<file path="src/rtl/alu_arb_pkg.sv">
// Shared opcode encodings and default operand width for the arbitrated ALU.
package alu_arb_pkg;

  parameter int unsigned DEFAULT_WIDTH = 4;

  localparam logic [1:0] OP_ADD = 2'b00;
  localparam logic [1:0] OP_OR  = 2'b01;
  localparam logic [1:0] OP_SUB = 2'b10;
  localparam logic [1:0] OP_XOR = 2'b11;

endpackage

</file>
<file path="src/rtl/alu_core.sv">
// Combinational ALU: WIDTH-bit operands, WIDTH+1-bit result (carry/borrow in the top bit).
module alu_core
  import alu_arb_pkg::*;
#(
  parameter int unsigned WIDTH = DEFAULT_WIDTH
) (
  input  logic [WIDTH-1:0] a,
  input  logic [WIDTH-1:0] b,
  input  logic [1:0]       op,
  output logic [WIDTH:0]   result
);

  logic [WIDTH:0] a_ext;
  logic [WIDTH:0] b_ext;

  assign a_ext = {1'b0, a};
  assign b_ext = {1'b0, b};

  always_comb begin
    result = '0;
    case (op)
      OP_ADD:  result = a_ext + b_ext;
      OP_OR:   result = a_ext | b_ext;
      // Wraps modulo 2^(WIDTH+1), so a borrow shows up as a set top bit.
      OP_SUB:  result = a_ext - b_ext;
      OP_XOR:  result = a_ext ^ b_ext;
      default: result = '0;
    endcase
  end

endmodule

</file>
<file path="src/rtl/alu_rr_arbiter.sv">
// Two-requester round-robin front end for a shared ALU with a single-entry result register.
module alu_rr_arbiter
  import alu_arb_pkg::*;
#(
  parameter int unsigned WIDTH = DEFAULT_WIDTH
) (
  input  logic             clk,
  input  logic             rst_n,
  input  logic             req0_valid,
  input  logic [WIDTH-1:0] req0_a,
  input  logic [WIDTH-1:0] req0_b,
  input  logic [1:0]       req0_op,
  output logic             req0_ready,
  input  logic             req1_valid,
  input  logic [WIDTH-1:0] req1_a,
  input  logic [WIDTH-1:0] req1_b,
  input  logic [1:0]       req1_op,
  output logic             req1_ready,
  output logic             res_valid,
  input  logic             res_ready,
  output logic [WIDTH:0]   res_data,
  output logic             res_id,
  output logic [7:0]       grant_cnt0,
  output logic [7:0]       grant_cnt1
);

  logic             res_valid_q;
  logic [WIDTH:0]   res_data_q;
  logic             res_id_q;
  logic             last_grant_q;
  logic [7:0]       grant_cnt0_q;
  logic [7:0]       grant_cnt1_q;

  logic             slot_free;
  logic             any_valid;
  logic             sel;
  logic             accept;
  logic [WIDTH-1:0] sel_a;
  logic [WIDTH-1:0] sel_b;
  logic [1:0]       sel_op;
  logic [WIDTH:0]   alu_result;

  assign slot_free = !res_valid_q || res_ready;
  assign any_valid = req0_valid || req1_valid;

  // On a tie the requester not granted last wins; otherwise the lone valid one.
  always_comb begin
    if (req0_valid && req1_valid) begin
      sel = !last_grant_q;
    end else begin
      sel = req1_valid;
    end
  end

  assign accept     = rst_n && slot_free && any_valid;
  assign req0_ready = accept && !sel;
  assign req1_ready = accept && sel;

  assign sel_a  = sel ? req1_a  : req0_a;
  assign sel_b  = sel ? req1_b  : req0_b;
  assign sel_op = sel ? req1_op : req0_op;

  alu_core #(
    .WIDTH (WIDTH)
  ) u_alu_core (
    .a      (sel_a),
    .b      (sel_b),
    .op     (sel_op),
    .result (alu_result)
  );

  always_ff @(posedge clk or negedge rst_n) begin
    if (!rst_n) begin
      res_valid_q  <= 1'b0;
      res_data_q   <= '0;
      res_id_q     <= 1'b0;
      last_grant_q <= 1'b1;
      grant_cnt0_q <= 8'd0;
      grant_cnt1_q <= 8'd0;
    end else if (accept) begin
      res_valid_q  <= 1'b1;
      res_data_q   <= alu_result;
      res_id_q     <= sel;
      last_grant_q <= sel;
      if (sel) begin
        grant_cnt1_q <= grant_cnt1_q + 8'd1;
      end else begin
        grant_cnt0_q <= grant_cnt0_q + 8'd1;
      end
    end else if (res_ready) begin
      res_valid_q <= 1'b0;
    end
  end

  assign res_valid  = res_valid_q;
  assign res_data   = res_data_q;
  assign res_id     = res_id_q;
  assign grant_cnt0 = grant_cnt0_q;
  assign grant_cnt1 = grant_cnt1_q;

endmodule

</file>
<file path="config.mk">
export PLATFORM = sky130hd
export DESIGN_NAME = alu_rr_arbiter
export DESIGN_NICKNAME = d
export VERILOG_FILES = /design/src/rtl/alu_arb_pkg.sv /design/src/rtl/alu_core.sv /design/src/rtl/alu_rr_arbiter.sv
export SDC_FILE = /design/constraint.sdc
export NUM_CORES = 1
export LEC_CHECK = 0
export BUFFER_PORTS_ARGS = -buffer_cell sky130_fd_sc_hd__buf_2
export CAP_MARGIN = 20
export CORE_MARGIN = 1
export CORE_UTILIZATION = 40
export DETAILED_ROUTE_END_ITERATION = 10
export PLACE_DENSITY = 0.74
export RECOVER_POWER = 50
export REMOVE_ABC_BUFFERS = 1
export SLEW_MARGIN = 15
export SYNTH_ARGS = -nofsm -noshare
export SYNTH_HDL_FRONTEND = slang
export SYNTH_SLANG_ARGS = --single-unit
</file>
<file path="constraint.sdc">
create_clock -name clk -period 7 [get_ports clk]
set_input_delay 1.05 -clock clk [delete_from_list [all_inputs] [get_ports clk]]
set_output_delay 1.05 -clock clk [all_outputs]
set_load 0.05 [all_outputs]
</file>
==> flow_summary.json, run 1 <==
{
  "grt_pass1_vias": 1097,
  "fin_nets": 233,
  "ys_seq_area_frac": 0.400,
  "fmax_mhz": 247,
  "grt.total_usage": 0.148,
  "register_area_um2": 602,
  "numCtsBuffers": 3,
  "wire_per_inst_um": 11.8,
  "fin_area_um2": 1820,
  "drt-initial-drc-count": 48,
  "fp.dieW_um": 63.3,
  "fin_tns_setup_ns": 0,
  "fp.dieArea_um2": 4010,
  "worstSetupStartpointType": "input pin",
  "cap_violations": 0,
  "dp_hpwl_um": 2280,
  "htreeDepth": 1,
  "start_util": 0.434,
  "cts_root_buffer": "clkbuf_8",
  "core.rowCount": 21,
  "r2r_slack_ns": 4.24,
  "numClockSinks": 24,
  "pin_count": 50,
  "regToRegEndpoint": "res_data[3]",
  "min_period_over_period": 0.578,
  "gr-total-overflow": 0,
  "crit_path_end_kind": "primary output",
  "synth-seq-cells": 24,
  "grt_max_degree": 28,
  "power_leakage_uw": 0.000902,
  "drv_slew": 0,
  "r2r-start": "last_grant_q",
  "syn-cell-area_um2": 1500,
  "antenna_found_initial": 0,
  "synth_area_per_cell_um2": 10.3,
  "grt_first_pass_wirelength_um": 4730,
  "drt-total-wl_um": 2860,
  "drc": 0,
  "drive_gt1_frac": 0.240,
  "worstPathRequired_ns": 5.95,
  "hp-start": "grant_cnt1[7]",
  "tightestPinTransition_ns": 1.29,
  "ir_drop_uv": 103,
  "via_per_inst": 5.12,
  "fill_cells": 345,
  "rsz0062_at_grt": "false",
  "area_growth_pct": 21.3,
  "outcome": "finished clean",
  "cts_hold_buf": 0,
  "post_cts_buffers": 0,
  "holdPathEnd": "grant_cnt1[7]",
  "drtAntennaViolNets": 0,
  "clkLatencyLatePin_ns": 0.27,
  "r2r_cells": 11,
  "cts.repair.resized": 0,
  "finalSetupViolations": 0,
  "syn_inst": 146,
  "finalCriticalPeriod_ns": 4.04,
  "io_buffer_count": 49,
  "diodes": 0,
  "slew_headroom": 0.137,
  "worstSetupPathType": "in -> out",
  "place_area_um2": 1780,
  "clock_skew_ns": 0.00219,
  "hold_ws_ns": 0.479,
  "cts_tree": "done",
  "hold_path_class": "reg -> reg",
  "ys_warn_count": 0,
  "multiInputGateArea_um2": 846,
  "first_pass_iters": 4,
  "synth.distinct_cells": 40,
  "vias": 1239,
  "place.gp.congestion": 0.772,
  "dieHeight_um": 63.3,
  "final_hold_viol_count": 0,
  "cp_max_fo": 27,
  "powerDensity_nw_per_um2": 335,
  "arrival_ns": 2.99,
  "cts_buffer_depth": 2,
  "core_um2": 3470,
  "clk_pin_slew_worst_paths_ns": 0.08,
  "whs_path_depth": 1
}
## synthesized netlist by cell type
cell,number,area [µm²]
or2b_1,1,7.51
a31oi_1,1,6.26
o21ai_0,1,5.00
mux2_1,1,11.3
a211oi_1,1,7.51
nand3_1,3,15.0
fa_1,1,20.0
a2111oi_1,1,10.0
nor3b_1,1,7.51
nor3_1,1,5.00
nand2b_1,4,25.0
o21ai_1,3,15.0
ha_1,10,125
xor2_1,5,43.8
and3_1,3,18.8
nor2_1,9,33.8
dfstp_2,1,26.3
a21boi_4,1,18.8
or4_1,1,7.51
o2111ai_1,1,8.76
and3_4,1,11.3
a21o_1,2,15.0
dfrtp_1,23,576
inv_1,9,33.8
mux2i_2,1,13.8
or2_0,1,6.26
a211o_1,3,26.3
a311oi_2,1,15.0
xnor2_1,15,131
nor2b_1,1,6.26
nor4_1,1,6.26
nor2_2,1,6.26
nand4_1,6,37.5
buf_4,1,7.51
nand2_1,11,41.3
mux2i_1,10,100
a22oi_1,1,7.51
buf_6,1,11.3
a21oi_1,6,30.0
buf_1,1,3.75
## metrics by stage
step | util | worst slack (ns) | cells | total power (µW)
3_3_place_gp | 0.514 | 3.45 | 238 | 519
3_5_place_dp | 0.514 | 3.42 | 238 | 524
4_1_cts | 0.530 | 3.50 | 242 | 618
2_1_floorplan | - | 3.78 | 143 | 447
5_1_grt | 0.526 | 2.54 | 242 | 646
6_report | 0.526 | 2.96 | 242 | 611
## metal layers
layer  track usage  vias to the layer above  part of all wire  routed length [µm]
li1              -                      615                 -                   -
met5             0                        -                 0                   0
met2         0.247                       44              0.45                1290
met1         0.198                      577              0.48                1370
met4        0.0426                        0             0.012                  33
met3        0.0236                        3             0.056                 159
## placed cells by master, fill, tap and decap left out, drive strengths merged, types with 2 or more instances in the layout
cell type  Yosys  routed
nand3          3       3
xnor2         15      15
inv            9       9
a21oi          6       6
a21o           2       2
clkbuf         0      16
nand2         11      11
mux2i         11      11
nor2          10      10
dfrtp         23      23
ha            10      10
nand4          6       6
a211o          3       3
o21ai          4       4
xor2           5       5
nand2b         4       4
and3           4       4
buf            3      37
## critical path, stage by stage
cell and delay (ns):
clkbuf_1 0.93, o2111ai_1 0.44, inv_1 0.27, buf_2 0.30
## power breakdown
group,switching (µW),total [µW],internal [µW]
logic,211,296,85.1
registers,43.9,221,177
clock network,43.2,93.5,50.3
## registers in the layout, summed over array words and instances (netlist names)
signal and cells:
res_data 5, last_grant_q 1, grant_cnt1 8, grant_cnt0 8, res_id 1, res_valid 1
## logic make-up (layout without fill, tap and decap cells)
logic type | after synthesis | in the layout | share of synthesized area
adder cells (fa/ha/maj) | 11 | 11 | 0.0965
buffers and inverters | 12 | 62 | 0.0374
AND/OR/NAND/NOR | 45 | 45 | 0.156
AO/OA/AOI/OAI | 22 | 22 | 0.110
XOR/XNOR | 20 | 20 | 0.116
flip-flops | 24 | 24 | 0.400
multiplexers | 12 | 12 | 0.0832
## area by class of cell
class                      instances  area share
sequential                        24       0.330
multi-input combinational        110       0.464
clock buffer                       4      0.0302
inverter                           9      0.0185
tap                               46      0.0316
timing repair buffer              49       0.126
## how the worst max path moves through the flow
| stage | depth (start not counted) | endpoint | from | slack (ns) |
|---|---|---|---|---|
| after detailed placement | 12 | res_data[3] | req0_valid | 3.42 |
| after global routing | 4 | req0_ready | rst_n | 2.54 |
| final | 4 | req0_ready | rst_n | 2.96 |
| after global placement | 12 | res_data[3] | req1_valid | 3.45 |
| after floorplan | 2 | req1_ready | req1_valid | 3.78 |
| after CTS | 4 | req1_ready | req1_valid | 3.50 |
Note: power is estimated with default switching activity, not from simulation.
==> inputs of run 2 (changes only) <==
Clock period 7 ns to 4.25 ns, I/O delays scaled along.
==> flow_summary.json, run 2 (synthesis results as in run 1) <==
{
  "final_common_cell": "buf_2",
  "htreeDepth": 1,
  "multiInputGateArea_um2": 846,
  "area_growth_pct": 21.3,
  "dieHeight_um": 63.3,
  "drc": 0,
  "post-place-ws_ns": 1.11,
  "cts.repair.resized": 0,
  "slew_headroom": 0.127,
  "fmax_mhz": 308,
  "outcome": "finished clean",
  "clk_pin_slew_worst_paths_ns": 0.08,
  "path_cells": "clkbuf_1 > o2111ai_1 > inv_1 > buf_2",
  "io_buffer_count": 49,
  "drt-initial-drc-count": 49,
  "grt_first_pass_wirelength_um": 5020,
  "max_stage_delay_ns": 0.94,
  "final_util": 0.526,
  "drtAntennaViolNets": 0,
  "finalCriticalPeriod_ns": 3.24,
  "drt-total-wl_um": 2840,
  "path_buf_inv": 3,
  "finalSetupViolations": 0,
  "clkLatencyLatePin_ns": 0.26,
  "final-instance-count-excl-fill": 242,
  "place_area_um2": 1780,
  "dp_hpwl_um": 2310,
  "rsz0062_at_grt": "false",
  "power_leakage_uw": 0.000902,
  "drive_gt1_frac": 0.240,
  "cp_max_fo": 27,
  "cap_violations": 0,
  "r2r_slack_ns": 1.53,
  "cts_root_buffer": "clkbuf_8",
  "core_um2": 3470,
  "tightestPinTransition_ns": 1.31,
  "place.gp.congestion": 0.829,
  "pin_count": 50,
  "grt.total_usage": 0.155,
  "critPathSlowestCell": "clkbuf_1",
  "diodes": 0,
  "fp.dieW_um": 63.3,
  "post_cts_buffers": 0,
  "vias": 1204,
  "cts_tree": "done",
  "cts_hold_buf": 0,
  "cts_buffer_depth": 2,
  "powerDensity_nw_per_um2": 547,
  "fin_tns_setup_ns": 0,
  "fin_area_um2": 1820,
  "final_hold_viol_count": 0,
  "numClockSinks": 24,
  "ir_drop_uv": 150,
  "crit_path_end_kind": "primary output",
  "worstSetupStartpointType": "input pin",
  "core.rowCount": 21,
  "numCtsBuffers": 3,
  "first_pass_iters": 4,
  "worst_slack_ns": 1.01,
  "via_per_inst": 4.98,
  "path_delay_family": "buffers and inverters",
  "final_cell_mix": "37 x buf_2, 23 x dfrtp_1, 15 x xnor2_1",
  "worstPathRequired_ns": 3.61,
  "worstSetupPathType": "in -> out",
  "clock_skew_ns": 0.00107,
  "min_period_over_period": 0.763,
  "grt_max_degree": 28,
  "start_util": 0.434,
  "arrival_ns": 2.60,
  "fp.dieArea_um2": 4010,
  "drv_slew": 0,
  "dp_cells": 238,
  "fill_cells": 348,
  "grt_pass1_vias": 1178,
  "hold_path_class": "reg -> reg",
  "register_area_um2": 602,
  "wire_per_inst_um": 11.7,
  "fin_nets": 233,
  "antenna_found_initial": 0,
  "gr-total-overflow": 0
}
[run 2: cell counts in the layout (fill, tap and decap cells not counted)]
Identical to the previous run, type by type.
[run 2: stage by stage]
stage / power (µW) / hold slack [ns]
2_1_floorplan: 736 / 0.342
3_3_place_gp: 853 / 0.456
3_5_place_dp: 862 / 0.457
4_1_cts: 1010 / 0.370
5_1_grt: 1070 / 0.486
6_report: 999 / 0.472
[run 2: path summary, 6_finish.rpt]
path,startpoint,end,cells after the start
min in group asynchronous,rst_n,grant_cnt0[4],1
hold reg to reg,grant_cnt1[7],grant_cnt1[7],1
max in group asynchronous,rst_n,res_data[2],1
setup reg to reg,last_grant_q,res_data[3],11
setup / recovery,rst_n,req0_ready,4
hold / removal,grant_cnt1[7],grant_cnt1[7],1
[run 2: routing by layer]
| layer | track usage | wire (µm) | vias up |
|---|---|---|---|
| met1 | 0.203 | 1370 | 549 |
| li1 | - | - | 614 |
| met4 | 0.0426 | 0 | 0 |
| met5 | 0 | 0 | - |
| met2 | 0.267 | 1300 | 41 |
| met3 | 0.0199 | 169 | 0 |
[run 2: cell type report]
class                      instances  area share
multi-input combinational        110       0.464
sequential                        24       0.330
timing repair buffer              49       0.126
tap                               46      0.0316
clock buffer                       4      0.0302
inverter                           9      0.0185
[run 2: power breakdown]
part | internal, µW | switching (µW) | leakage, µW
clock network | 82.5 | 68.2 | 0.0000288
registers | 292 | 66.9 | 0.000303
logic | 141 | 349 | 0.000570
total | 515 | 484 | 0.000902
==> inputs of run 3 (changes only) <==
Settings changed: PLACE_DENSITY 0.74 to 0.76.
Clock period 4.25 ns to 2.72 ns, I/O delays scaled along.
==> flow_summary.json, run 3 (synthesis results as in run 1) <==
{
  "cts_tree": "done",
  "grt_first_pass_wirelength_um": 5160,
  "fp.dieW_um": 63.3,
  "worst_slack_ns": 0.318,
  "pin_count": 50,
  "hold_path_class": "in -> async",
  "powerDensity_nw_per_um2": 842,
  "drv_slew": 0,
  "power_leakage_uw": 0.000949,
  "fin_nets": 241,
  "drt-total-wl_um": 3060,
  "cts_root_buffer": "clkbuf_8",
  "cap_violations": 0,
  "gr-total-overflow": 0,
  "core.rowCount": 21,
  "tightestPinTransition_ns": 0.690,
  "drtAntennaViolNets": 0,
  "grt.total_usage": 0.163,
  "worstPathRequired_ns": 2.91,
  "finalSetupViolations": 0,
  "drive_gt1_frac": 0.284,
  "drt-initial-drc-count": 38,
  "final_hold_viol_count": 0,
  "place_area_um2": 1830,
  "rsz0062_at_grt": "false",
  "dieHeight_um": 63.3,
  "fin_area_um2": 1890,
  "grt_max_degree": 15,
  "arrival_ns": 2.59,
  "numClockSinks": 24,
  "io_buffer_count": 49,
  "first_pass_iters": 4,
  "wire_per_inst_um": 12.3,
  "fp.dieArea_um2": 4010,
  "cts_buffer_depth": 2,
  "area_growth_pct": 25.7,
  "post-place-ws_ns": 0.0647,
  "crit_path_end_kind": "register",
  "dp_hpwl_um": 2490,
  "outcome": "finished clean",
  "start_util": 0.434,
  "drc": 0,
  "ir_drop_uv": 228,
  "slew_headroom": 0.540,
  "final_cell_mix": "39 x buf_2, 23 x dfrtp_1, 15 x xnor2_1",
  "cp_max_fo": 7,
  "antenna_found_initial": 0,
  "fin_tns_setup_ns": 0,
  "min_period_over_period": 0.883,
  "numCtsBuffers": 3,
  "finalCriticalPeriod_ns": 2.40,
  "fmax_mhz": 416,
  "place.gp.congestion": 0.779,
  "clkLatencyLatePin_ns": 0.26,
  "grt_pass1_vias": 1176,
  "diodes": 0,
  "clk_pin_slew_worst_paths_ns": 0.08,
  "clock_skew_ns": 0.00544,
  "worstSetupPathType": "reg -> reg",
  "via_per_inst": 5.04,
  "vias": 1259,
  "core_um2": 3470,
  "worstSetupStartpointType": "register",
  "htreeDepth": 1,
  "final_common_cell": "buf_2"
}
-- run 3: where the power goes --
part | switching, µW | total [µW] | internal, µW | leakage (µW)
clock network | 107 | 236 | 129 | 0.0000288
logic | 553 | 789 | 236 | 0.000617
registers | 111 | 567 | 456 | 0.000303
total | 771 | 1590 | 821 | 0.000949
-- run 3: worst paths after layout --
| path | from | endpoint | slack, ns | cells after the start |
|---|---|---|---|---|
| worst max-delay path | last_grant_q | res_data[3] | 0.32 | 11 |
| worst min-delay path | rst_n | res_valid | 0.15 | 1 |
| worst max register to register | last_grant_q | res_data[3] | 0.32 | 11 |
| worst min register to register | grant_cnt1[7] | grant_cnt1[7] | 0.47 | 1 |
| max in group asynchronous | rst_n | grant_cnt0[4] | 1.92 | 2 |
| min in group clk | grant_cnt1[7] | grant_cnt1[7] | 0.47 | 1 |
-- run 3: final cells by class --
| cell class | instances | area, µm² |
|---|---|---|
| fillers | 324 | 1580 |
| well taps | 46 | 57.6 |
| flip-flops and latches | 24 | 602 |
| inverters | 9 | 33.8 |
| multi-input cells | 110 | 850 |
| clock buffers | 4 | 55.1 |
| repair buffers | 57 | 293 |
-- run 3: critical path, cell delays in order (launching register included) --
cell and delay (ns):
dfstp_2 0.40, a21boi_4 0.28, mux2i_2 0.31, nor2_1 0.10, xnor2_1 0.25, inv_1 0.08, ha_1 0.27, nand2_1 0.04
o21ai_0 0.22, xor2_1 0.18, a22oi_1 0.08, o21ai_1 0.13
-- run 3: per-layer routing --
metal,wire length [µm],track usage,vias up
met5,0,0,-
met2,1390,0.273,46
li1,-,-,628
met4,21,0.0511,0
met3,168,0.0236,2
met1,1480,0.217,583
-- run 3: stage by stage --
stage / util / hold slack, ns / total power [µW] / instances
after floorplan: - / 0.112 / 1150 / 143
after global placement: 0.527 / 0.305 / 1340 / 244
after detailed placement: 0.527 / 0.309 / 1370 / 244
after CTS: 0.543 / 0.0196 / 1610 / 248
after global routing: 0.545 / 0.212 / 1690 / 250
final: 0.545 / 0.153 / 1590 / 250
-- run 3: timing repair --
action	4_1_cts	5_1_grt
setup buffers	0	2
endpoints found under the setup margin	0	1
gates resized for setup	0	1
hold buffers	0	0
